$ cat src/rtl/dmem_arbiter_pkg.sv
// Shared types and constants for the two-port data-side MMU arbiter.
package dmem_arbiter_pkg;

  localparam int unsigned DMEM_ARB_PORTS = 2;

  typedef struct packed {
    logic [31:0] addr;
    logic        we;
    logic [1:0]  size;
    logic [3:0]  wstrb;
    logic [31:0] wdata;
  } mem_req_t;

  typedef struct packed {
    logic tlbr;
    logic pil;
    logic pis;
    logic ppi;
    logic pme;
  } mmu_excp_t;

  function automatic logic [DMEM_ARB_PORTS-1:0] port_onehot(input logic port);
    return port ? 2'b10 : 2'b01;
  endfunction

endpackage

$ cat src/rtl/dmem_arbiter_if.sv
// req/addr_ok/data_ok split-transaction bundle; the requester side is master, the responder side slave.
interface dmem_arbiter_if;
  import dmem_arbiter_pkg::*;

  logic        req;
  logic [31:0] addr;
  logic        we;
  logic [1:0]  size;
  logic [3:0]  wstrb;
  logic [31:0] wdata;
  logic        addr_ok;
  logic        data_ok;
  logic [31:0] rdata;
  mmu_excp_t   excp;

  modport master (
    output req, addr, we, size, wstrb, wdata,
    input  addr_ok, data_ok, rdata, excp
  );

  modport slave (
    input  req, addr, we, size, wstrb, wdata,
    output addr_ok, data_ok, rdata, excp
  );

endinterface

$ cat src/rtl/dmem_arbiter_owner_fifo.sv
// In-order 1-bit owner-tag FIFO; a pop in the same cycle frees a slot for a push while full.
module dmem_arbiter_owner_fifo #(
  parameter int unsigned DEPTH = 4
) (
  input  logic clk,
  input  logic reset,
  input  logic push_i,
  input  logic pop_i,
  input  logic din_i,
  output logic dout_o,
  output logic full_o,
  output logic empty_o
);

  localparam int unsigned AW = (DEPTH > 1) ? $clog2(DEPTH) : 1;
  localparam logic [AW:0] FULL_CNT = (AW+1)'(DEPTH);

  logic [DEPTH-1:0] mem_q;
  logic [AW-1:0]    wptr_q;
  logic [AW-1:0]    rptr_q;
  logic [AW:0]      cnt_q;
  logic             do_push_s;
  logic             do_pop_s;

  assign empty_o   = (cnt_q == '0);
  assign full_o    = (cnt_q == FULL_CNT);
  assign dout_o    = mem_q[rptr_q];
  assign do_pop_s  = pop_i && !empty_o;
  assign do_push_s = push_i && (!full_o || do_pop_s);

  always_ff @(posedge clk) begin
    if (reset) begin
      mem_q  <= '0;
      wptr_q <= '0;
      rptr_q <= '0;
      cnt_q  <= '0;
    end else begin
      if (do_push_s) begin
        mem_q[wptr_q] <= din_i;
        wptr_q        <= wptr_q + AW'(1);
      end
      if (do_pop_s) begin
        rptr_q <= rptr_q + AW'(1);
      end
      case ({do_push_s, do_pop_s})
        2'b10:   cnt_q <= cnt_q + (AW+1)'(1);
        2'b01:   cnt_q <= cnt_q - (AW+1)'(1);
        default: cnt_q <= cnt_q;
      endcase
    end
  end

endmodule

$ cat src/rtl/dmem_arbiter.sv
// Shares the data-side MMU request port between two requesters and routes responses back in order.
// Build option: define DMEM_ARB_ROUND_ROBIN_EN for round-robin arbitration (default: port 0 priority).
module dmem_arbiter
  import dmem_arbiter_pkg::*;
#(
  parameter int unsigned DEPTH = 4
) (
  input  logic           clk,
  input  logic           reset,
  dmem_arbiter_if.slave  up0,
  dmem_arbiter_if.slave  up1,
  dmem_arbiter_if.master mmu
);

  logic [DMEM_ARB_PORTS-1:0] req_s;
  mem_req_t                  fields_s [DMEM_ARB_PORTS];
  mem_req_t                  sel_s;
  logic [DMEM_ARB_PORTS-1:0] grant_oh_s;
  logic [DMEM_ARB_PORTS-1:0] head_oh_s;

  logic lock_valid_q, lock_valid_d;
  logic lock_port_q, lock_port_d;
  logic winner_s;
  logic locked_s;
  logic grant_s;
  logic grant_req_s;
  logic fifo_block_s;
  logic mmu_req_s;
  logic accept_s;
  logic pop_s;
  logic fifo_full_s;
  logic fifo_empty_s;
  logic fifo_head_s;

  assign req_s       = {up1.req, up0.req};
  assign fields_s[0] = '{addr: up0.addr, we: up0.we, size: up0.size, wstrb: up0.wstrb, wdata: up0.wdata};
  assign fields_s[1] = '{addr: up1.addr, we: up1.we, size: up1.size, wstrb: up1.wstrb, wdata: up1.wdata};

`ifdef DMEM_ARB_ROUND_ROBIN_EN
  logic rr_q, rr_d;

  always_comb begin
    if (req_s == 2'b11) begin
      winner_s = rr_q;
    end else begin
      winner_s = req_s[1] && !req_s[0];
    end
  end

  // The port opposite the last accepted one gets priority on the next contention.
  always_comb begin
    if (accept_s) begin
      rr_d = ~grant_s;
    end else begin
      rr_d = rr_q;
    end
  end

  always_ff @(posedge clk) begin
    if (reset) begin
      rr_q <= 1'b0;
    end else begin
      rr_q <= rr_d;
    end
  end
`else
  assign winner_s = req_s[1] && !req_s[0];
`endif

  // A lock whose port has dropped req is a cancel: the other port can win in the same cycle.
  assign locked_s     = lock_valid_q && req_s[lock_port_q];
  assign grant_s      = locked_s ? lock_port_q : winner_s;
  assign grant_req_s  = req_s[grant_s];
  assign fifo_block_s = fifo_full_s && !mmu.data_ok;
  assign mmu_req_s    = grant_req_s && !fifo_block_s;
  assign accept_s     = mmu_req_s && mmu.addr_ok;
  assign pop_s        = mmu.data_ok && !fifo_empty_s;

  assign sel_s     = fields_s[grant_s];
  assign mmu.req   = mmu_req_s;
  assign mmu.addr  = sel_s.addr;
  assign mmu.we    = sel_s.we;
  assign mmu.size  = sel_s.size;
  assign mmu.wstrb = sel_s.wstrb;
  assign mmu.wdata = sel_s.wdata;

  assign grant_oh_s = port_onehot(grant_s);
  assign head_oh_s  = port_onehot(fifo_head_s);

  assign up0.addr_ok = accept_s && grant_oh_s[0];
  assign up1.addr_ok = accept_s && grant_oh_s[1];
  assign up0.excp    = (grant_req_s && grant_oh_s[0]) ? mmu.excp : '0;
  assign up1.excp    = (grant_req_s && grant_oh_s[1]) ? mmu.excp : '0;
  assign up0.data_ok = pop_s && head_oh_s[0];
  assign up1.data_ok = pop_s && head_oh_s[1];
  assign up0.rdata   = mmu.rdata;
  assign up1.rdata   = mmu.rdata;

  always_comb begin
    lock_valid_d = lock_valid_q;
    lock_port_d  = lock_port_q;
    if (mmu_req_s && !mmu.addr_ok) begin
      lock_valid_d = 1'b1;
      lock_port_d  = grant_s;
    end else if (accept_s || !locked_s) begin
      lock_valid_d = 1'b0;
    end else begin
      lock_valid_d = lock_valid_q;
    end
  end

  always_ff @(posedge clk) begin
    if (reset) begin
      lock_valid_q <= 1'b0;
      lock_port_q  <= 1'b0;
    end else begin
      lock_valid_q <= lock_valid_d;
      lock_port_q  <= lock_port_d;
    end
  end

  dmem_arbiter_owner_fifo #(
    .DEPTH (DEPTH)
  ) u_owner_fifo (
    .clk     (clk),
    .reset   (reset),
    .push_i  (accept_s),
    .pop_i   (pop_s),
    .din_i   (grant_s),
    .dout_o  (fifo_head_s),
    .full_o  (fifo_full_s),
    .empty_o (fifo_empty_s)
  );

endmodule

$ cat src/flat_wrapper.sv
// flat-port wrapper written by rule: the top's interface ports become plain ports
module dmem_arbiter_flat import dmem_arbiter_pkg::*;
#(
  parameter int unsigned DEPTH = 4
)
  (clk, reset, up0_req, up0_addr, up0_we, up0_size, up0_wstrb, up0_wdata, up0_addr_ok, up0_data_ok, up0_rdata, up0_excp, up1_req, up1_addr, up1_we, up1_size, up1_wstrb, up1_wdata, up1_addr_ok, up1_data_ok, up1_rdata, up1_excp, mmu_req, mmu_addr, mmu_we, mmu_size, mmu_wstrb, mmu_wdata, mmu_addr_ok, mmu_data_ok, mmu_rdata, mmu_excp);
  dmem_arbiter_if up0_i ();
  dmem_arbiter_if up1_i ();
  dmem_arbiter_if mmu_i ();
  input  logic clk;
  input  logic reset;
  input wire logic [$bits(up0_i.req)-1:0] up0_req;
  input wire logic [$bits(up0_i.addr)-1:0] up0_addr;
  input wire logic [$bits(up0_i.we)-1:0] up0_we;
  input wire logic [$bits(up0_i.size)-1:0] up0_size;
  input wire logic [$bits(up0_i.wstrb)-1:0] up0_wstrb;
  input wire logic [$bits(up0_i.wdata)-1:0] up0_wdata;
  output wire logic [$bits(up0_i.addr_ok)-1:0] up0_addr_ok;
  output wire logic [$bits(up0_i.data_ok)-1:0] up0_data_ok;
  output wire logic [$bits(up0_i.rdata)-1:0] up0_rdata;
  output wire logic [$bits(up0_i.excp)-1:0] up0_excp;
  input wire logic [$bits(up1_i.req)-1:0] up1_req;
  input wire logic [$bits(up1_i.addr)-1:0] up1_addr;
  input wire logic [$bits(up1_i.we)-1:0] up1_we;
  input wire logic [$bits(up1_i.size)-1:0] up1_size;
  input wire logic [$bits(up1_i.wstrb)-1:0] up1_wstrb;
  input wire logic [$bits(up1_i.wdata)-1:0] up1_wdata;
  output wire logic [$bits(up1_i.addr_ok)-1:0] up1_addr_ok;
  output wire logic [$bits(up1_i.data_ok)-1:0] up1_data_ok;
  output wire logic [$bits(up1_i.rdata)-1:0] up1_rdata;
  output wire logic [$bits(up1_i.excp)-1:0] up1_excp;
  output wire logic [$bits(mmu_i.req)-1:0] mmu_req;
  output wire logic [$bits(mmu_i.addr)-1:0] mmu_addr;
  output wire logic [$bits(mmu_i.we)-1:0] mmu_we;
  output wire logic [$bits(mmu_i.size)-1:0] mmu_size;
  output wire logic [$bits(mmu_i.wstrb)-1:0] mmu_wstrb;
  output wire logic [$bits(mmu_i.wdata)-1:0] mmu_wdata;
  input wire logic [$bits(mmu_i.addr_ok)-1:0] mmu_addr_ok;
  input wire logic [$bits(mmu_i.data_ok)-1:0] mmu_data_ok;
  input wire logic [$bits(mmu_i.rdata)-1:0] mmu_rdata;
  input wire logic [$bits(mmu_i.excp)-1:0] mmu_excp;
  assign up0_i.req = up0_req;
  assign up0_i.addr = up0_addr;
  assign up0_i.we = up0_we;
  assign up0_i.size = up0_size;
  assign up0_i.wstrb = up0_wstrb;
  assign up0_i.wdata = up0_wdata;
  assign up0_addr_ok = up0_i.addr_ok;
  assign up0_data_ok = up0_i.data_ok;
  assign up0_rdata = up0_i.rdata;
  assign up0_excp = up0_i.excp;
  assign up1_i.req = up1_req;
  assign up1_i.addr = up1_addr;
  assign up1_i.we = up1_we;
  assign up1_i.size = up1_size;
  assign up1_i.wstrb = up1_wstrb;
  assign up1_i.wdata = up1_wdata;
  assign up1_addr_ok = up1_i.addr_ok;
  assign up1_data_ok = up1_i.data_ok;
  assign up1_rdata = up1_i.rdata;
  assign up1_excp = up1_i.excp;
  assign mmu_req = mmu_i.req;
  assign mmu_addr = mmu_i.addr;
  assign mmu_we = mmu_i.we;
  assign mmu_size = mmu_i.size;
  assign mmu_wstrb = mmu_i.wstrb;
  assign mmu_wdata = mmu_i.wdata;
  assign mmu_i.addr_ok = mmu_addr_ok;
  assign mmu_i.data_ok = mmu_data_ok;
  assign mmu_i.rdata = mmu_rdata;
  assign mmu_i.excp = mmu_excp;
  dmem_arbiter #(.DEPTH(DEPTH)) u_core (.clk(clk), .reset(reset), .up0(up0_i), .up1(up1_i), .mmu(mmu_i));
endmodule
$ cat config.mk
export PLATFORM = sky130hd
export DESIGN_NAME = dmem_arbiter_flat
export DESIGN_NICKNAME = d
export VERILOG_FILES = /design/src/rtl/dmem_arbiter_pkg.sv /design/src/rtl/dmem_arbiter_if.sv /design/src/rtl/dmem_arbiter_owner_fifo.sv /design/src/rtl/dmem_arbiter.sv /design/src/flat_wrapper.sv
export SDC_FILE = /design/constraint.sdc
export NUM_CORES = 1
export LEC_CHECK = 0
export ABC_CLOCK_PERIOD_IN_PS = 6390
export CORE_AREA = 2 2 132 134
export DETAILED_ROUTE_END_ITERATION = 16
export DIE_AREA = 0 0 134 136
export HOLD_SLACK_MARGIN = 0.12
export PLACE_DENSITY = 0.56
export SLEW_MARGIN = 20
export SYNTH_ARGS = -nofsm -noshare
export SYNTH_HDL_FRONTEND = slang
export SYNTH_SLANG_ARGS = --single-unit
export TNS_END_PERCENT = 100
$ cat constraint.sdc
create_clock -name clk -period 6.39 [get_ports clk]
set_clock_uncertainty 0.05 [all_clocks]
set_input_delay 1.278 -clock clk [delete_from_list [all_inputs] [get_ports clk]]
set_output_delay 1.278 -clock clk [all_outputs]
set_load 0.005 [all_outputs]
Word-level counts from Yosys, hierarchy flattened:

Cells that the tools add are included.

* output and inout port bits: 150
* register bits: 13
* bits of input ports: 185

* reductions and logical operators: 28
* eq/ne operators: 3
* bitwise operators: 1
* $lt $le $gt $ge: 6
* mux-type cells: 20
* add/sub/neg operators: 4

Operators by type and width (number)
* $mux W71: 3
* $logic_and A1 B1 Y1: 16
* $mux W5: 2
* $mux W1: 9
* $logic_not A1 Y1: 7
* $lt A2 B3 Y1 const B: 2
* $pmux W3 S2: 1
* $add A2 B1 Y2 const B: 2
* $bwmux W4: 1
* $lt A1 B2 Y1 const B: 2
* $mux W2: 2
* $reduce_bool A2 Y1: 2
* $add A3 B1 Y3 const B: 1
* $eq A3 B3 Y1 const B: 1
* $logic_not A3 Y1: 1
* $sub A3 B1 Y3 const B: 1
* $bmux W1 S2: 1
* $demux W1 S2: 1
* $eq A2 B1 Y1 const B: 1
* $eq A2 B2 Y1 const B: 1
* $ge A2 B1 Y1 const B: 1
* $ge A2 B2 Y1 const B: 1
* $logic_or A1 B1 Y1: 2
* $not A1 Y2: 1

Logic depth before layout (Yosys ltp):

Gate-level depths: netlist of the first run.

* word-level depth: 11
* gate-level depth with buffers: 10

Cells and area by module:

Synthesis of the first run repeated with hierarchy kept, for this count alone.

* cells, all modules: 245
* area total of the unflattened synthesis: 2570.0 um2

Modules (own cells, without submodules)
* dmem_arbiter: cells each 179, seq. area each 40.0 um2, instances 1, area an instance 1956.9 um2
* dmem_arbiter_owner_fifo: cells each 66, seq. area each 220.2 um2, instances 1, area an instance 613.1 um2

Worst setup path after synthesis of the first run:

Ideal clock, no wire load.

* kind: input port to output port
* start point: in up0_req
* end point: out mmu_addr[0]
* slack: 2823 ps
* arrival time: 2239 ps
* path buffers: 2
* data required time: 5062 ps
* cell stages on the path: 5
* cell sequence: a21bo_4 > and2_4 > buf_12 > buf_12 > mux2_4

* word-level cells in the longest chain between the ends: 8
* elaborated cells on any way between the ends: 10
* classes of those cells: mux (6); bitwise (1); reduce/logical (3)

Ends and longest elaborated chain
* from (decl): RTL line flat_wrapper.sv:12 `input wire logic [$bits(up0_i.req)-1:0] up0_req;`
* $mux W1 (implied by the code) (2 in series): RTL line dmem_arbiter.sv:71 `assign locked_s = lock_valid_q && req_s[lock_port_q];`
* $logic_and A1 B1 Y1: RTL line dmem_arbiter.sv:71
* $mux W1 *: RTL line dmem_arbiter.sv:72 `assign grant_s = locked_s ? lock_port_q : winner_s;`
* $not A1 Y2 (implied by the code) *: RTL line dmem_arbiter.sv:79 `assign sel_s = fields_s[grant_s];`
* $mux W71 (implied by the code) * (3 in series): RTL line dmem_arbiter.sv:79
* to (decl): RTL line flat_wrapper.sv:33 `output wire logic [$bits(mmu_i.addr)-1:0] mmu_addr;`

Mark *: on every way between the ends. The rest lies on a longest branch, timed or not. The select of a mux whose other input is x is not followed.

Worst setup path in the final report of the first run:

* start point: in up0_req
* end point: out mmu_wdata[7]

* word-level cells in the longest chain between the ends: 8
* elaborated cells on any way between the ends: 10
* classes of those cells: mux (6); bitwise (1); reduce/logical (3)

Ends and longest elaborated chain
* $mux W1 (implied by the code) (2 in series): RTL line dmem_arbiter.sv:71
* $logic_and A1 B1 Y1: RTL line dmem_arbiter.sv:71
* $mux W1 *: RTL line dmem_arbiter.sv:72
* $not A1 Y2 (implied by the code) *: RTL line dmem_arbiter.sv:79
* $mux W71 (implied by the code) * (3 in series): RTL line dmem_arbiter.sv:79
* to (decl): RTL line flat_wrapper.sv:37 `output wire logic [$bits(mmu_i.wdata)-1:0] mmu_wdata;`

Marks and branches as above.

==> results of run 1 <==
[through the flow]
step	instance area, sq um	hold WS [ps]	cells
after global placement	4584	411.3	628
after detailed placement	4584	417.8	628
after CTS	4663	424.0	632
final	4663	416.9	632
after floorplan	2550	395.0	238
after global routing	4663	447.5	632
[worst reg2reg max path, cell delays in order, from the launching register on]
cell,delay [ps]
dfxtp_1,370
nor4b_4,500
nor3b_2,160
inv_1,110
ha_1,180
inv_1,60
fa_1,370
xor2_1,160
or3_1,310
a21oi_1,140
[metal layers]
metal,up-vias,wire [um],share of wire [%]
li1,1089,-,-
met1,1017,3898,38
met2,197,4874,48
met3,4,1378,14
met4,0,28,0.28
met5,-,0,0
[report_power, final]
| part | internal (W) | switching, W |
|---|---|---|
| logic | 0.000244 | 0.000112 |
| registers | 0.0000967 | 0.0000198 |
| clock network | 0.0000842 | 0.0000348 |
[registers in the layout, summed over array words and instances, names as in the netlist]
register                    count
u_core.u_owner_fifo.rptr_q      2
u_core.u_owner_fifo.wptr_q      2
u_core.u_owner_fifo.mem_q       4
u_core.lock_port_q              1
u_core.lock_valid_q             1
u_core.u_owner_fifo.cnt_q       3
[final timing paths]
| check | startpoint | end | slack [ps] |
|---|---|---|---|
| worst max-delay path | up0_req | mmu_wdata[7] | 1250 |
| worst min-delay path | u_core.u_owner_fifo.mem_q[2]$_SDFFE_PP0P_ | u_core.u_owner_fifo.mem_q[2]$_SDFFE_PP0P_ | 420 |
| worst max register to register | u_core.u_owner_fifo.cnt_q[0]$_SDFFE_PP0P_ | u_core.u_owner_fifo.cnt_q[2]$_SDFFE_PP0P_ | 3910 |
| worst min register to register | u_core.u_owner_fifo.mem_q[2]$_SDFFE_PP0P_ | u_core.u_owner_fifo.mem_q[2]$_SDFFE_PP0P_ | 420 |
[cells in the final DEF, fill, tap and decap left out, drive strengths merged, types with 2 or more instances in the layout]
master / instances
nand2b: 7
and2: 7
nor3: 4
mux2: 73
xor2: 4
and3: 5
dfxtp: 13
mux2i: 6
nand2: 4
or3: 2
clkdlybuf4s50: 238
a21oi: 3
nor2: 11
clkbuf: 4
ha: 5
inv: 8
[cells by family (layout without fill, tap and decap cells)]
family,after synthesis,after routing,synth area share (%)
muxes,80,80,45.49
and+or+nand+nor,44,44,10.45
adders and majority gates,6,6,3.239
buffers and inverters,82,251,26.64
xor gates and xnor gates,4,4,1.374
DFF,13,13,10.21
AOI/OAI and AO/OA,9,9,2.601
[layout make-up]
class                           count  area, sq um
Fill cell                        1757        12210
Timing Repair Buffer              239         2402
Multi-Input combinational cell    143         1610
Tap cell                          225        281.5
Sequential cell                    13        260.3
Clock buffer                        4        78.83
Inverter                            8        30.03
==> results.md, run 1 <==
- Grt peak-use layer: met2
- WP depth: 6
- Synthesized Nets: 429
- CP Capture Type: output pin
- Post-DP HPWL: 8953 um
- Critical-path maximum fanout: 39
- Crit start category: input pin
- EDFF count, synth: 0
- HP Class: reg -> reg
- Initial drt markers: 29
- Post-Syn Area per Cell: 10.71 sq um
- CTS Buffer Depth: 2
- Kind of critical path: in -> out
- Post-synthesis register bit count: 13
- RSZ-0062 raised after global routing: no
- Clk slew on worst S/H paths: 50 ps
- GRT Total Usage: roughly 10%
- Setup tns final: 0 ps
- Slowest CP cell: and2_4
- Sequential-to-total area share from yosys stat: 10.21%
- Share of cells above drive strength 1: 21.38%
- Number of antenna violations at the first check in global routing: 0
- Critical path buffers and inverters: 3
- Routed vias: ~2,300
- Leakage: 1.844 nW
- Grt met3 use: between 5 and 6%
- Die height: ~140 um
- Pre-CTS setup slack: 1199 ps
- Slowest cell delay on critical path: 600 ps
- DIE AREA: 18,220 sq um
- Endpoints failing setup: 0
- Slew at the pin closest to its max-slew limit: 686.8 ps
- Top delay family on crit path: buffers and inverters
- Initial Util: 15.11%
- Status: completed
- Post-CTS Hold Buffers: 0
- Inserted Clock Buffers: 3
- Top cells by area, synth: mux2_4, buf_4, dfxtp_1, buf_12, ha_1
- Die width: around 130 um
- Wirelength per Cell: around 16 um
- Critical Path, Cell by Cell: clkdlybuf4s50_1 -> a21bo_4 -> and2_4 -> buf_12 -> mux2_4 -> clkdlybuf4s50_1
- Max-slew violations: 0
- Ys Warns: 0
- Port bufs: 238
- Synthesized area: around 2500 sq um
- DR vias/cell: 3.650
- Post-CTS resize count: 0
- Worst-skew pair later-pin latency: 240 ps
- Most common cell on crit path: clkdlybuf4s50_1
- Final wirelength: 10,180 um
- Max Freq: 194.5 MHz
- Core area: 16,880 sq um
- Worst Reg-to-Reg Cells: 9
- WHS Path Cells: 2
- Area leader, netlist: mux2_4
- Routed Antenna Nets: 0
- Met1 GRT Util: between 10% and 20%
- Post-route clock period utilization: between 80% and 90%
- First-pass GRT wire length: 14,410 um
- GP Congestion: between 0.7 and 0.8
- Gr ovfl total: 0
- Final core occ: 27.63%
- Antenna diodes: 0
- CP required: between 5000 and 6000 ps
- DRC: 0
- Minimum clock period: roughly 5100 ps
- Grt met2 use: 17.66%
- Mapped Cells: about 240
- Max-Cap Viols: 0
- Vias in the first global route: 2,427
- Placement Rows: 48
- Synth async-reset ratio: 0%
- Max_slew headroom: 54.21%
- Largest net degree at the start of global routing: 40
- Worst Slack Setup Final: 1247 ps
- Cell with the most instances after synthesis: mux2_4
- CTS sink cnt: 13
- Worst IR Drop VDD: 0.0001882 V
- Layout area overhead: 82.88%
- Root Driver: clkbuf_16
- # Post-CTS Setup Buffers: 0
- PwrDens: 126.9 nW/um^2
- Drt first pass iters: 4
- Area share of the leading cell type in the synthesized netlist: between 40% and 50%
- Most frequent cells after synthesis: mux2_4, buf_4, dfxtp_1
- Pwr Total: 0.0005919 W
- CTS tree: yes
- Most used DFF post-synth: dfxtp_1
- Nets: roughly 600
- CTS H-tree depth: 1
- Library cells used by synthesis: 32
- Final Hold Viols: 0
- CP arrival: approximately 3800 ps
- I/O pin cnt: 335
(Power assumes the default switching activity.)
==> run 2: changes to the inputs <==
--- a/config.mk
+++ b/config.mk
@@ -5,12 +5,12 @@
 export SDC_FILE = /design/constraint.sdc
 export NUM_CORES = 1
 export LEC_CHECK = 0
-export ABC_CLOCK_PERIOD_IN_PS = 6390
-export CORE_AREA = 2 2 132 134
+export ABC_CLOCK_PERIOD_IN_PS = 4600
+export CORE_AREA = 2 2 129 131
 export DETAILED_ROUTE_END_ITERATION = 16
-export DIE_AREA = 0 0 134 136
+export DIE_AREA = 0 0 131 133
 export HOLD_SLACK_MARGIN = 0.12
-export PLACE_DENSITY = 0.56
+export PLACE_DENSITY = 0.6
 export SLEW_MARGIN = 20
 export SYNTH_ARGS = -nofsm -noshare
 export SYNTH_HDL_FRONTEND = slang
==> constraint.sdc (replaced) <==
create_clock -name clk -period 4.6 [get_ports clk]
set_clock_uncertainty 0.05 [all_clocks]
set_input_delay 0.92 -clock clk [delete_from_list [all_inputs] [get_ports clk]]
set_output_delay 0.92 -clock clk [all_outputs]
set_load 0.005 [all_outputs]
==> results.md, run 2 (same netlist as run 1, synthesis figures left out) <==
- Slew at the pin closest to its max-slew limit: 547.7 ps
- Worst Reg-to-Reg Cells: 9
- Final Hold Viols: 0
- Layout area overhead: 84.20%
- CTS H-tree depth: 1
- Root Driver: clkbuf_16
- Inserted Clock Buffers: 3
- Crit start category: input pin
- RSZ-0062 raised after global routing: no
- Post-DP Area: between 4000 and 5000 sq um
- Max_slew headroom: 63.18%
- Worst hold path startpoint: u_core.u_owner_fifo.mem_q[2]$_SDFFE_PP0P_
- PwrDens: roughly 180 nW/um^2
- DRC: 0
- Grt met2 use: between 10% and 20%
- Routed vias: 2,362
- Regs by FF count: u_core.u_owner_fifo.mem_q (4), u_core.u_owner_fifo.cnt_q (3)
- Post-route clock period utilization: between 80% and 90%
- GP Congestion: 0.8448
- Die height: about 130 um
- Status: completed
- Share of cells above drive strength 1: 21.95%
- CP arrival: ~3100 ps
- Max-Cap Viols: 0
- Placement Rows: 47
- Clk slew on worst S/H paths: about 40 ps
- WP depth: 6
- WHS Path Cells: 2
- Worst-skew pair later-pin latency: 240 ps
- Gr ovfl total: 0
- Port bufs: 238
- Most common cell on crit path: clkdlybuf4s50_1
- Initial Util: 15.77%
- Slowest CP cell: clkdlybuf4s50_1
- Commonest non-fill, non-tap cells in the layout: clkdlybuf4s50_1, mux2_4, dfxtp_1
- Die width: ~130 um
- Non-filler cells, final: ~630
- CTS sink cnt: 13
- DR vias/cell: 3.737
- Grt peak-use layer: met2
- Area of the multi-input gates: 1610 sq um
- Max reg flops: 4
- # Post-CTS Setup Buffers: 0
- Post-CTS Hold Buffers: 0
- Drt first pass iters: 4
- CP Capture Type: output pin
- Endpoints failing setup: 0
- Leakage: 1.862 nW
- Placed cells: 626
- Cell area after layout: 4697 sq um
- First-pass GRT wire length: approximately 14,000 um
- Initial drt markers: 60
- CTS tree: yes
- Fill cells: around 1,600
- Number of antenna violations at the first check in global routing: 2
- Hold WS: 419.1 ps
- Vias in the first global route: 2,493
- Final core occ: 29.04%
- Max Freq: 246.1 MHz
- Post-CTS resize count: 0
- CTS Buffer Depth: 2
- Routed Antenna Nets: 0
- Critical Path, Cell by Cell: clkdlybuf4s50_1 -> a21bo_4 -> and2_4 -> buf_12 -> mux2_4 -> clkdlybuf4s50_1
- Top delay family on crit path: buffers and inverters
- Core area: 16,170 sq um
- Most common cell after layout, fill and taps aside: clkdlybuf4s50_1
- CP required: 3630 ps
- Setup tns final: 0 ps
- Met1 GRT Util: between 10% and 20%
- Grt met3 use: 5.135%
- Register area: ~260 sq um
- Worst IR Drop VDD: 0.0002662 V
- Minimum clock period: 4063 ps
- Slowest cell delay on critical path: 480 ps
- Final wirelength: 10,830 um
- Kind of critical path: in -> out
- I/O pin cnt: roughly 340
- HP Class: reg -> reg
- Post-DP HPWL: 9754 um
- Crit path launch: up0_req
- Wirelength per Cell: 17.14 um
- Crit Reg-Reg Startpoint: u_core.u_owner_fifo.cnt_q[0]$_SDFFE_PP0P_
- Critical-path maximum fanout: 30
- Nets: 602
- GRT Total Usage: 10.96%
- Largest net degree at the start of global routing: 31
- DIE AREA: approximately 17,000 sq um
- Biggest register: u_core.u_owner_fifo.mem_q
- Critical path buffers and inverters: 3
- Max-slew violations: 0
## run 2: final timing paths
| check | endpoint | slack [ps] |
|---|---|---|
| setup / recovery | mmu_addr[5] | 540 |
| hold / removal | u_core.u_owner_fifo.mem_q[2]$_SDFFE_PP0P_ | 420 |
| setup reg to reg | u_core.u_owner_fifo.cnt_q[2]$_SDFFE_PP0P_ | 2100 |
| hold reg to reg | u_core.u_owner_fifo.mem_q[2]$_SDFFE_PP0P_ | 420 |
## run 2: area by class of cell
class	instances	area share, %
multi-input cells	143	34.28
well taps	220	5.860
diodes	2	0.1066
flip-flops and latches	13	5.541
clock buffers	4	1.678
inverters	8	0.6393
repair buffers	242	51.89
## run 2: routing by layer
layer / vias up / part of all wire, %
met1: 1072 / 37
met3: 9 / 13
met2: 184 / 49
met5: - / 0.35
met4: 2 / 1.0
li1: 1095 / -
## run 2: tightest hold or removal path, cell delays in order, from the launching register on
cell and delay [ps]:
dfxtp_1 300, nand2b_1 60, mux2i_1 60
## run 2: through the flow
| stage | setup WS (ps) | power (W) |
|---|---|---|
| 2_1_floorplan | 1738 | 0.0004280 |
| 3_3_place_gp | 569.4 | 0.0006546 |
| 3_5_place_dp | 516.5 | 0.0006649 |
| 4_1_cts | 520.1 | 0.0008322 |
| 5_1_grt | 457.1 | 0.0008752 |
| 6_report | 536.9 | 0.0008231 |
## run 2: power by group
part / internal, W / leakage, nW / switching [W]
Clock: 0.000117 / 0.0382 / 0.0000457
Sequential: 0.000134 / 0.106 / 0.0000289
Combinational: 0.000343 / 1.72 / 0.000155
Total: 0.000594 / 1.86 / 0.000229
